**src/rtl/leaf_stream_bridge.sv**
```systemverilog
// leaf_stream_bridge: leaf-side bridge between one BFT network port and
// NUM_IN_PORTS user egress streams / NUM_OUT_PORTS user ingress streams.
// Ingress packets are demultiplexed by port into per-output FWFT FIFOs
// (port 0 carries config writes). Egress round-robins the user streams into
// packets whose destination comes from the runtime config table.
// Optional macro LEAF_BRIDGE_STATS_EN adds drop_cnt / tx_cnt outputs.
//
// Handshake: every user stream is ap_vld/ap_ack. A word transfers in any
// cycle where vld and ack are both 1. vld never depends on ack. ack on the
// egress side is combinational from vld. The BFT side has no backpressure
// other than resend, which freezes the registered dout for re-presentation.
module leaf_stream_bridge #(
  parameter int PAYLOAD_BITS   = 32,
  parameter int NUM_LEAF_BITS  = 5,
  parameter int NUM_PORT_BITS  = 4,
  parameter int NUM_ADDR_BITS  = 7,
  parameter int NUM_IN_PORTS   = 2,
  parameter int NUM_OUT_PORTS  = 2,
  parameter int FIFO_ADDR_BITS = 2,
  localparam int PACKET_BITS   = 1 + NUM_LEAF_BITS + NUM_PORT_BITS + NUM_ADDR_BITS + PAYLOAD_BITS
) (
  input  logic                                  clk,
  input  logic                                  reset,
  input  logic [PACKET_BITS-1:0]                din_leaf_bft2interface,
  output logic [PACKET_BITS-1:0]                dout_leaf_interface2bft,
  input  logic                                  resend,
  input  logic                                  ap_start,
  input  logic [NUM_IN_PORTS*PAYLOAD_BITS-1:0]  din_leaf_user2interface,
  input  logic [NUM_IN_PORTS-1:0]               vld_user2interface,
  output logic [NUM_IN_PORTS-1:0]               ack_interface2user,
  output logic [NUM_OUT_PORTS*PAYLOAD_BITS-1:0] dout_leaf_interface2user,
  output logic [NUM_OUT_PORTS-1:0]              vld_interface2user,
  input  logic [NUM_OUT_PORTS-1:0]              ack_user2interface
`ifdef LEAF_BRIDGE_STATS_EN
  ,
  output logic [15:0]                           drop_cnt,
  output logic [15:0]                           tx_cnt
`endif
);

  localparam int DEPTH = 2 ** FIFO_ADDR_BITS;
  localparam int CNT_W = FIFO_ADDR_BITS + 1;
  localparam int CFG_W = NUM_LEAF_BITS + NUM_PORT_BITS;
  localparam int PTR_W = (NUM_IN_PORTS > 1) ? $clog2(NUM_IN_PORTS) : 1;

  // ---------------- ingress packet fields ----------------
  logic                      pkt_vld;
  logic [NUM_LEAF_BITS-1:0]  pkt_leaf;
  logic [NUM_PORT_BITS-1:0]  pkt_port;
  logic [NUM_ADDR_BITS-1:0]  pkt_addr;
  logic [PAYLOAD_BITS-1:0]   pkt_payload;

  assign {pkt_vld, pkt_leaf, pkt_port, pkt_addr, pkt_payload} = din_leaf_bft2interface;

  // ---------------- ingress FIFO state ----------------
  logic [PAYLOAD_BITS-1:0]   mem_q    [NUM_OUT_PORTS][DEPTH];
  logic [FIFO_ADDR_BITS-1:0] wr_ptr_q [NUM_OUT_PORTS];
  logic [FIFO_ADDR_BITS-1:0] rd_ptr_q [NUM_OUT_PORTS];
  logic [CNT_W-1:0]          count_q  [NUM_OUT_PORTS];

  logic [NUM_OUT_PORTS-1:0]  full;
  logic [NUM_OUT_PORTS-1:0]  push;
  logic [NUM_OUT_PORTS-1:0]  pop;
  logic                      cfg_wr;
  logic                      drop;

  // ---------------- egress state ----------------
  logic                      start_q;
  logic [CFG_W-1:0]          cfg_q      [NUM_IN_PORTS];
  logic [NUM_IN_PORTS-1:0]   cfg_valid_q;
  logic [NUM_ADDR_BITS-1:0]  seq_q      [NUM_IN_PORTS];
  logic [PTR_W-1:0]          ptr_q, ptr_d;
  logic [PACKET_BITS-1:0]    dout_q, dout_d;

  logic [NUM_IN_PORTS-1:0]   elig;
  logic                      grant_found;
  logic [PTR_W-1:0]          grant_idx;
  logic [CFG_W-1:0]          grant_cfg;
  logic [NUM_ADDR_BITS-1:0]  grant_seq;
  logic [PAYLOAD_BITS-1:0]   grant_data;

  logic                      unused_sink;
  assign unused_sink = ^{pkt_leaf, drop};

  // Decode the incoming packet: config write, FIFO push, or drop. Full is the
  // pre-pop occupancy, so a push into a full FIFO is dropped even on a pop.
  always_comb begin
    cfg_wr = 1'b0;
    push   = '0;
    drop   = 1'b0;
    for (int j = 0; j < NUM_OUT_PORTS; j++) begin
      full[j] = (count_q[j] == CNT_W'(DEPTH));
      pop[j]  = (count_q[j] != '0) && ack_user2interface[j];
    end
    if (pkt_vld) begin
      if (pkt_port == '0) begin
        cfg_wr = (int'(pkt_addr) < NUM_IN_PORTS);
      end else if (int'(pkt_port) > NUM_OUT_PORTS) begin
        drop = 1'b1;
      end else begin
        for (int j = 0; j < NUM_OUT_PORTS; j++) begin
          if (int'(pkt_port) == j + 1) begin
            if (full[j]) drop = 1'b1;
            else         push[j] = 1'b1;
          end
        end
      end
    end
  end

  // FIFO storage; contents need no reset because count gates visibility.
  always_ff @(posedge clk) begin
    for (int j = 0; j < NUM_OUT_PORTS; j++) begin
      if (push[j]) mem_q[j][wr_ptr_q[j]] <= pkt_payload;
    end
  end

  // FIFO pointers and occupancy.
  always_ff @(posedge clk or posedge reset) begin
    if (reset) begin
      for (int j = 0; j < NUM_OUT_PORTS; j++) begin
        wr_ptr_q[j] <= '0;
        rd_ptr_q[j] <= '0;
        count_q[j]  <= '0;
      end
    end else begin
      for (int j = 0; j < NUM_OUT_PORTS; j++) begin
        if (push[j]) wr_ptr_q[j] <= wr_ptr_q[j] + 1'b1;
        if (pop[j])  rd_ptr_q[j] <= rd_ptr_q[j] + 1'b1;
        count_q[j] <= count_q[j] + CNT_W'(push[j]) - CNT_W'(pop[j]);
      end
    end
  end

  // First-word-fall-through user outputs: valid whenever non-empty, head on data.
  always_comb begin
    vld_interface2user       = '0;
    dout_leaf_interface2user = '0;
    for (int j = 0; j < NUM_OUT_PORTS; j++) begin
      vld_interface2user[j] = (count_q[j] != '0);
      dout_leaf_interface2user[j*PAYLOAD_BITS +: PAYLOAD_BITS] = mem_q[j][rd_ptr_q[j]];
    end
  end

  // Round-robin grant from ptr_q among eligible streams; resend blocks grants.
  always_comb begin
    elig        = start_q ? (vld_user2interface & cfg_valid_q) : '0;
    grant_found = 1'b0;
    grant_idx   = '0;
    if (!resend) begin
      for (int i = 0; i < NUM_IN_PORTS; i++) begin
        if (!grant_found && elig[(int'(ptr_q) + i) % NUM_IN_PORTS]) begin
          grant_found = 1'b1;
          grant_idx   = PTR_W'((int'(ptr_q) + i) % NUM_IN_PORTS);
        end
      end
    end
  end

  // Select the granted stream's fields and build next dout / pointer / acks.
  always_comb begin
    grant_cfg          = '0;
    grant_seq          = '0;
    grant_data         = '0;
    ack_interface2user = '0;
    for (int k = 0; k < NUM_IN_PORTS; k++) begin
      if (grant_found && int'(grant_idx) == k) begin
        grant_cfg             = cfg_q[k];
        grant_seq             = seq_q[k];
        grant_data            = din_leaf_user2interface[k*PAYLOAD_BITS +: PAYLOAD_BITS];
        ack_interface2user[k] = 1'b1;
      end
    end
    dout_d = dout_q;
    ptr_d  = ptr_q;
    if (!resend) begin
      dout_d = grant_found ? {1'b1, grant_cfg, grant_seq, grant_data} : '0;
    end
    if (grant_found) begin
      ptr_d = (int'(grant_idx) == NUM_IN_PORTS - 1) ? '0 : grant_idx + 1'b1;
    end
  end

  // Egress registers: start latch, config table, sequence counters, pointer, dout.
  always_ff @(posedge clk or posedge reset) begin
    if (reset) begin
      start_q     <= 1'b0;
      cfg_valid_q <= '0;
      ptr_q       <= '0;
      dout_q      <= '0;
      for (int k = 0; k < NUM_IN_PORTS; k++) begin
        cfg_q[k] <= '0;
        seq_q[k] <= '0;
      end
    end else begin
      if (ap_start) start_q <= 1'b1;
      ptr_q  <= ptr_d;
      dout_q <= dout_d;
      for (int k = 0; k < NUM_IN_PORTS; k++) begin
        if (cfg_wr && int'(pkt_addr) == k) begin
          cfg_q[k]       <= pkt_payload[CFG_W-1:0];
          cfg_valid_q[k] <= 1'b1;
        end
        if (grant_found && int'(grant_idx) == k) seq_q[k] <= seq_q[k] + 1'b1;
      end
    end
  end

  assign dout_leaf_interface2bft = dout_q;

`ifdef LEAF_BRIDGE_STATS_EN
  logic [15:0] drop_cnt_q;
  logic [15:0] tx_cnt_q;

  // Saturating statistics counters.
  always_ff @(posedge clk or posedge reset) begin
    if (reset) begin
      drop_cnt_q <= '0;
      tx_cnt_q   <= '0;
    end else begin
      if (drop && drop_cnt_q != 16'hFFFF)      drop_cnt_q <= drop_cnt_q + 16'd1;
      if (grant_found && tx_cnt_q != 16'hFFFF) tx_cnt_q   <= tx_cnt_q + 16'd1;
    end
  end

  assign drop_cnt = drop_cnt_q;
  assign tx_cnt   = tx_cnt_q;
`endif

endmodule
```
**config.mk**
```make
export PLATFORM = sky130hd
export DESIGN_NAME = leaf_stream_bridge
export DESIGN_NICKNAME = d
export VERILOG_FILES = /design/src/rtl/leaf_stream_bridge.sv
export SDC_FILE = /design/constraint.sdc
export NUM_CORES = 1
export LEC_CHECK = 0
export BUFFER_PORTS_ARGS = -buffer_cell sky130_fd_sc_hd__buf_2
export CORE_ASPECT_RATIO = 0.8
export CORE_UTILIZATION = 45
export DETAILED_ROUTE_END_ITERATION = 8
export GPL_TIMING_DRIVEN = 0
export HOLD_SLACK_MARGIN = 0.1
export PLACE_DENSITY_LB_ADDON = 0.08
export SYNTH_ARGS = -nofsm -noshare
export SYNTH_HDL_FRONTEND = slang
export SYNTH_SLANG_ARGS = --single-unit
export TNS_END_PERCENT = 50
```
**constraint.sdc**
```tcl
create_clock -name clk -period 8.9 [get_ports clk]
set_clock_uncertainty 0.1 [all_clocks]
set_input_delay 0.445 -clock clk [delete_from_list [all_inputs] [get_ports clk]]
set_output_delay 0.445 -clock clk [all_outputs]
set_load 0.05 [all_outputs]
```
-- Word level (Yosys, flattened, before mapping)
Memories as Yosys holds them, arrays and structs flattened.
Cells that the tools add are included.
- register bits: 99
- output and inout port bits: 117
- memory bits (writable): 256
- memories: 1
- input port bits: 121
- latch bits: 0
- ROM bits: 0
- logic and storage cells: 114
- add/subtract/negate cells: 12
- multiply operators: 0
- magnitude comparators: 10
- reductions and logical operators: 15
- divide/modulo/power cells: 0
- bitwise operators: 7
- eq/ne operators: 5
- mux-type cells: 49
- shifts and indexed selects: 0
- memories (memory ; depth ; bits a word ; read ports ; clocked after memory_dff ; wr ports ; RTL line ; RTL):
    mem_q ; 2 ; 128 ; 2 ; 0 ; 1 ; 56 ; logic [PAYLOAD_BITS-1:0] mem_q [NUM_OUT_PORTS][DEPTH];
- operators by type and width (operator ; count):
    2-to-1 mux 128 bit ; 4
    2-to-1 mux 32 bit ; 8
    binary-select mux 32 bit (select 2 bit) ; 2
    demux 32 bit (select 2 bit) ; 2
    OR reduction 128 bit ; 1
    2-to-1 mux 49 bit ; 1
    2-to-1 mux 1 bit ; 24
    2-to-1 mux 9 bit ; 2
    adder 7 x 1 -> 7 bit, second input constant ; 2
    2-to-1 mux 7 bit ; 2
    >= comparator 3 bit, second input constant ; 4
    inverter 2 -> 3 bit ; 4
    logical AND 1 bit ; 9
    adder 2 x 1 -> 2 bit, second input constant ; 4
    2-to-1 mux 2 bit ; 4
    == test 7 x 2 -> 1 bit, second input constant ; 1
    logical NOT 7 bit ; 1
    < comparator 7 x 2 -> 1 bit, second input constant ; 1
    adder 3 x 1 -> 3 bit ; 2
    == test 3 bit, second input constant ; 2
    < comparator 3 x 1 -> 1 bit, second input constant ; 2
    nonzero test 3 bit ; 2
    subtractor 3 x 1 -> 3 bit ; 2
    == test 4 x 2 -> 1 bit, second input constant ; 1
    10 further kinds ; 11

-- Depth between registers and ports, before layout
- depth after elaboration: 15
- gate-level depth with buffers: 10
- mapped depth without buffers: 10

-- Worst setup path before layout
No wires, ideal clock.
- path type: in2reg
- start: in din_leaf_bft2interface[39]
- end: reg count_q[2] (netlist name)
- data arrival time: 2.171 ns
- path slack: 6.506 ns
- stages on the path: 10
- library setup time: 0.123 ns
- data required time: 8.677 ns
- cells stage by stage: nor4b_4 o311a_2 inv_1 ha_1 inv_1 ha_1 inv_1 fa_1 xnor2_1 xnor2_1
- cells in the longest elaborated chain, start to end: 7
- elaborated cells between the ends (all ways): 9
- those cells by class: 2 x add/sub; 1 x order compare; 1 x eq/ne; 4 x mux; 1 x reduce/logical
- RTL lines (item ; RTL line ; RTL):
    from (decl) ; 24 ; input logic [PACKET_BITS-1:0] din_leaf_bft2interface,
    parallel branches: the longest is 3 deep, another holds > comparator 4 x 2 -> 1 bit ; -- ;
    2-to-1 mux 2 bit * ; 96 ; if (pkt_port == '0) begin
    2-to-1 mux 2 bit * ; 95 ; if (pkt_vld) begin
    adder 3 x 1 -> 3 bit * ; 130 ; count_q[j] <= count_q[j] + CNT_W'(push[j]) - CNT_W'(pop[j]);
    subtractor 3 x 1 -> 3 bit * ; 130 ;
    to (signal, indexed assignment) ; 130 ;
    to (decl) ; 59 ; logic [CNT_W-1:0] count_q [NUM_OUT_PORTS];
Mark *: on every way between the ends.
A chain may end at the register's enable or synchronous reset.

-- Worst setup path in the final report
- start: reg rd_ptr_q[1] (netlist name)
- end: out dout_leaf_interface2user[51]
- cells in the longest elaborated chain, start to end: 4
- RTL lines (item ; RTL line ; RTL):
    from (decl) ; 58 ; logic [FIFO_ADDR_BITS-1:0] rd_ptr_q [NUM_OUT_PORTS];
    from (signal, indexed assignment) ; 129 ; if (pop[j]) rd_ptr_q[j] <= rd_ptr_q[j] + 1'b1;
    inverter 2 -> 3 bit (implied by the code) ; 141 ; dout_leaf_interface2user[j*PAYLOAD_BITS +: PAYLOAD_BITS] = mem_q[j][rd_ptr_q[j]];
    binary-select mux 32 bit (select 2 bit) ; 141 ;
    2-to-1 mux 32 bit (implied by the code) (2 in series) ; 141 ;
    to (decl) ; 31 ; output logic [NUM_OUT_PORTS*PAYLOAD_BITS-1:0] dout_leaf_interface2user,
No other way between the ends. The select of a mux whose other input is x is not followed.

==> impl_metrics.ini <==
[run_status]
status = completed

[placement]
hpwl_um = 19100
port_buffers = 232
dp_cells = 1331
place.gp.congestion = 0.7599
placed_area_um2 = 15620
post-place-ws_ps = 6233

[route]
first_pass_iters = 5
wirelength_um = 29850
vias = 7623
antenna_left = 0
drcViolationCount = 0
wire_per_inst_um = 20.17
drtIter0Drc = 483
via_per_inst = 5.151

[floorplan]
core_area_um2 = 29640
dieArea_um2 = 31220
pin_count = 238
die_w_um = 197.3
initial_core_util = 0.4633
die_h_um = 158.2
rows = 56

[clock_tree]
cts_root_buf = clkbuf_16
cts.sinks = 355
clk_pin_slew_worst_paths_ps = 60
cts_resized = 0
htreeDepth = 2
cts_tree = yes
clk_latency_ps = 510
max-clock-path-buffers = 3
cts_buffers = 37

[grt]
grt_start_max_net_pins = 58
grtUsageTotal = 0.1926
grt_pass1_vias = 7732
antenna_found_initial = 1
grt-ovfl-total = 0
grt_pass1_wl_um = 44930

[worst_setup_path]
startpoint_type = flop
worstPathArrival_ps = 2460
worst_path_largest_cell_delay_ps = 610
cp.buffers_inverters = 3
crit_path_frequent_cell = clkbuf_1
endpoint_kind = output pin
critPathMaxFanout = 10
rr_worst_depth = 9
cp_cell_sequence = clkbuf_1 > clkbuf_1 > mux4_2 > buf_2
critPathKind = reg -> out
r2r-start = count_q[4]
required_ps = 8360
crit_path_top_delay_cell = clkbuf_1
r2r-end = count_q[5]
cpLargestDelayFamily = buffers and inverters
rrSetupSlack_ps = 6580

[final_layout]
syn2layout_area_growth_pct = 28.53
final_cell_count_no_fill = 1480
register_area_um2 = 10160
nNetsFinal = 1182
fill_cells = 2241
drive_gt1_frac = 0.3994
diodes = 0
final_area_um2 = 17650
multi_input_area_um2 = 3302

[timing]
hold_viol = 0
slew_headroom = 0.4732
setup_tns_ps = 0
setup_ws_ps = 5897
finalSetupViolCount = 0
rsz0062_at_grt = no
fmax_ghz = 0.3330
worstMarginPinSlew_ps = 790.2
maxSlewViolCount = 0
fin_crit_ps = 3003
fin_crit_sh = 0.3374

[synth]
synth_fp_nets = 821
yosys.area.top_type = edfxtp_1
synthFlopType = edfxtp_1
synth_cells = 684
synth-seq-cells = 355
ys_seq_area_frac = 0.7402
ys_types = 41
synth_edf_count = 256
synth-async-reset-ratio = 0.2789
netlist.area_leader.share = 0.5598
syn_area_um2 = 13730
yosysWarnings = 0
netlist_top_cells_area = edfxtp_1 56%, dfrtp_1 18%, mux4_2 10%
syn_avg_cell_area_um2 = 20.08

[power]
leakage_nw = 7.185
powerDensity_nw_per_um2 = 275.1
p_total_mw = 4.855
ir_drop_v = 0.0001558

[hold_path]
hold_end = mem_q[0][81]
worstHoldPathType = in -> reg
min_path_cells = 1
worstHoldStart = din_leaf_bft2interface[17]

[run]
max-cap-violations = 0
[kinds of logic after synthesis]
group                    after synthesis  share of synthesized area
flip-flops                           355                     0.7402
AND/OR/NAND/NOR                       98                    0.04775
multiplexers                          86                     0.1230
AO/OA/AOI/OAI                         55                    0.03927
buffers and inverters                 52                    0.02005
XOR/XNOR                              22                    0.01403
adder cells (fa/ha/maj)               16                    0.01567
[state kept, by name, indices dropped and copies added, names as in the netlist]
| register | count |
|---|---|
| count_q | 6 |
| dout_leaf_interface2bft | 49 |
| seq_q | 14 |
| cfg_q | 18 |
| cfg_valid_q | 2 |
| start_q | 1 |
| ptr_q | 1 |
| mem_q | 256 |
| rd_ptr_q | 4 |
| wr_ptr_q | 4 |
[cells in the mapped netlist, types with 2 or more instances]
library cell and count:
buf_2 13, ha_1 14, and2_1 55, fa_1 2, nor3_1 6, nor2_1 2, o311a_2 2, dfrtp_1 99
o21ai_0 2, o31a_1 2, xor2_1 12, nand4_1 4, mux2_2 21, buf_6 6, xnor2_1 10, or3_1 2
clkbuf_1 10, nor4_1 4, nand4b_2 2, buf_4 5, nand3_1 4, or2_2 2, inv_1 18, nand2_1 5
a221o_1 48, edfxtp_1 256, mux4_2 64
[power by group]
part | total (mW) | internal [mW] | switching (mW)
clock | 1.54 | 0.918 | 0.618
combinational | 1.45 | 0.470 | 0.980
sequential | 1.87 | 1.83 | 0.0360
[metrics by stage]
step	hold slack, ps	util
after floorplan	342.1	-
after global placement	359.0	0.5196
after detailed placement	364.0	0.5269
after CTS	100.3	0.5955
after global routing	122.2	0.5955
final	117.2	0.5955
[worst max-delay path by stage]
stage / from / to / slack, ps / depth (start not counted)
after global routing: rd_ptr_q[3] / dout_leaf_interface2user[12] / 5770 / 4
after floorplan: reset / cfg_q[0] / 5760 / 1
after detailed placement: din_leaf_bft2interface[39] / count_q[2] / 6230 / 11
after CTS: rd_ptr_q[3] / dout_leaf_interface2user[17] / 5830 / 4
final: rd_ptr_q[1] / dout_leaf_interface2user[51] / 5900 / 4
after global placement: reset / dout_leaf_interface2bft[45] / 4400 / 2
[area by class of cell]
| cell class | instances | share of cell area |
|---|---|---|
| plain buffers | 34 | 0.01177 |
| clock buffers | 46 | 0.05905 |
| clock inverters | 22 | 0.01021 |
| inverters | 18 | 0.003970 |
| multi-input cells | 277 | 0.1871 |
| flip-flops and latches | 355 | 0.5759 |
| well taps | 406 | 0.02878 |
| repair buffers | 322 | 0.1232 |
[placed cells by master, fill, tap and decap left out, types with 2 or more instances in the layout]
master,instances
nand4_1,4
o21ai_0,2
o31a_1,2
fa_1,2
dlygate4sd3_1,81
buf_6,6
buf_16,3
or3_1,2
nor4_1,4
clkinv_1,7
dfrtp_1,99
bufinv_16,3
xor2_1,12
and2_2,8
buf_2,245
a221o_1,48
nor2_1,2
mux2_2,21
clkbuf_8,4
xnor2_1,10
nor3_1,6
o311a_2,2
edfxtp_1,256
inv_1,17
and2_1,47
buf_4,5
clkbuf_1,13
mux4_2,64
ha_1,14
buf_12,6
nand3_1,4
nand4b_2,2
or2_2,2
clkinv_2,11
clkbuf_16,39
nand2_1,5
[worst reg2reg max path, delay by kind of cell, from the launching register on]
kind,cells,cell delay (ps)
adders and majority gates,3,720
buffers and inverters,3,180
AOI/OAI and AO/OA,1,480
DFF,1,450
xor gates and xnor gates,2,270
[per-layer routing]
layer | global-route usage | vias up | part of all wire
met1 | 0.2841 | 3902 | 0.46
met4 | 0.04836 | 2 | 0.016
met3 | 0.03899 | 42 | 0.054
met5 | 0 | - | 0.00037
li1 | - | 3468 | -
met2 | 0.2943 | 209 | 0.47
[timing repair]
| action | 4_1_cts | 5_1_grt |
|---|---|---|
| buffers inserted | 0 | 0 |
| hold buffers | 81 | 0 |
| hold endpoints to repair | 195 | 0 |
Power figures use the tool's default switching activity.
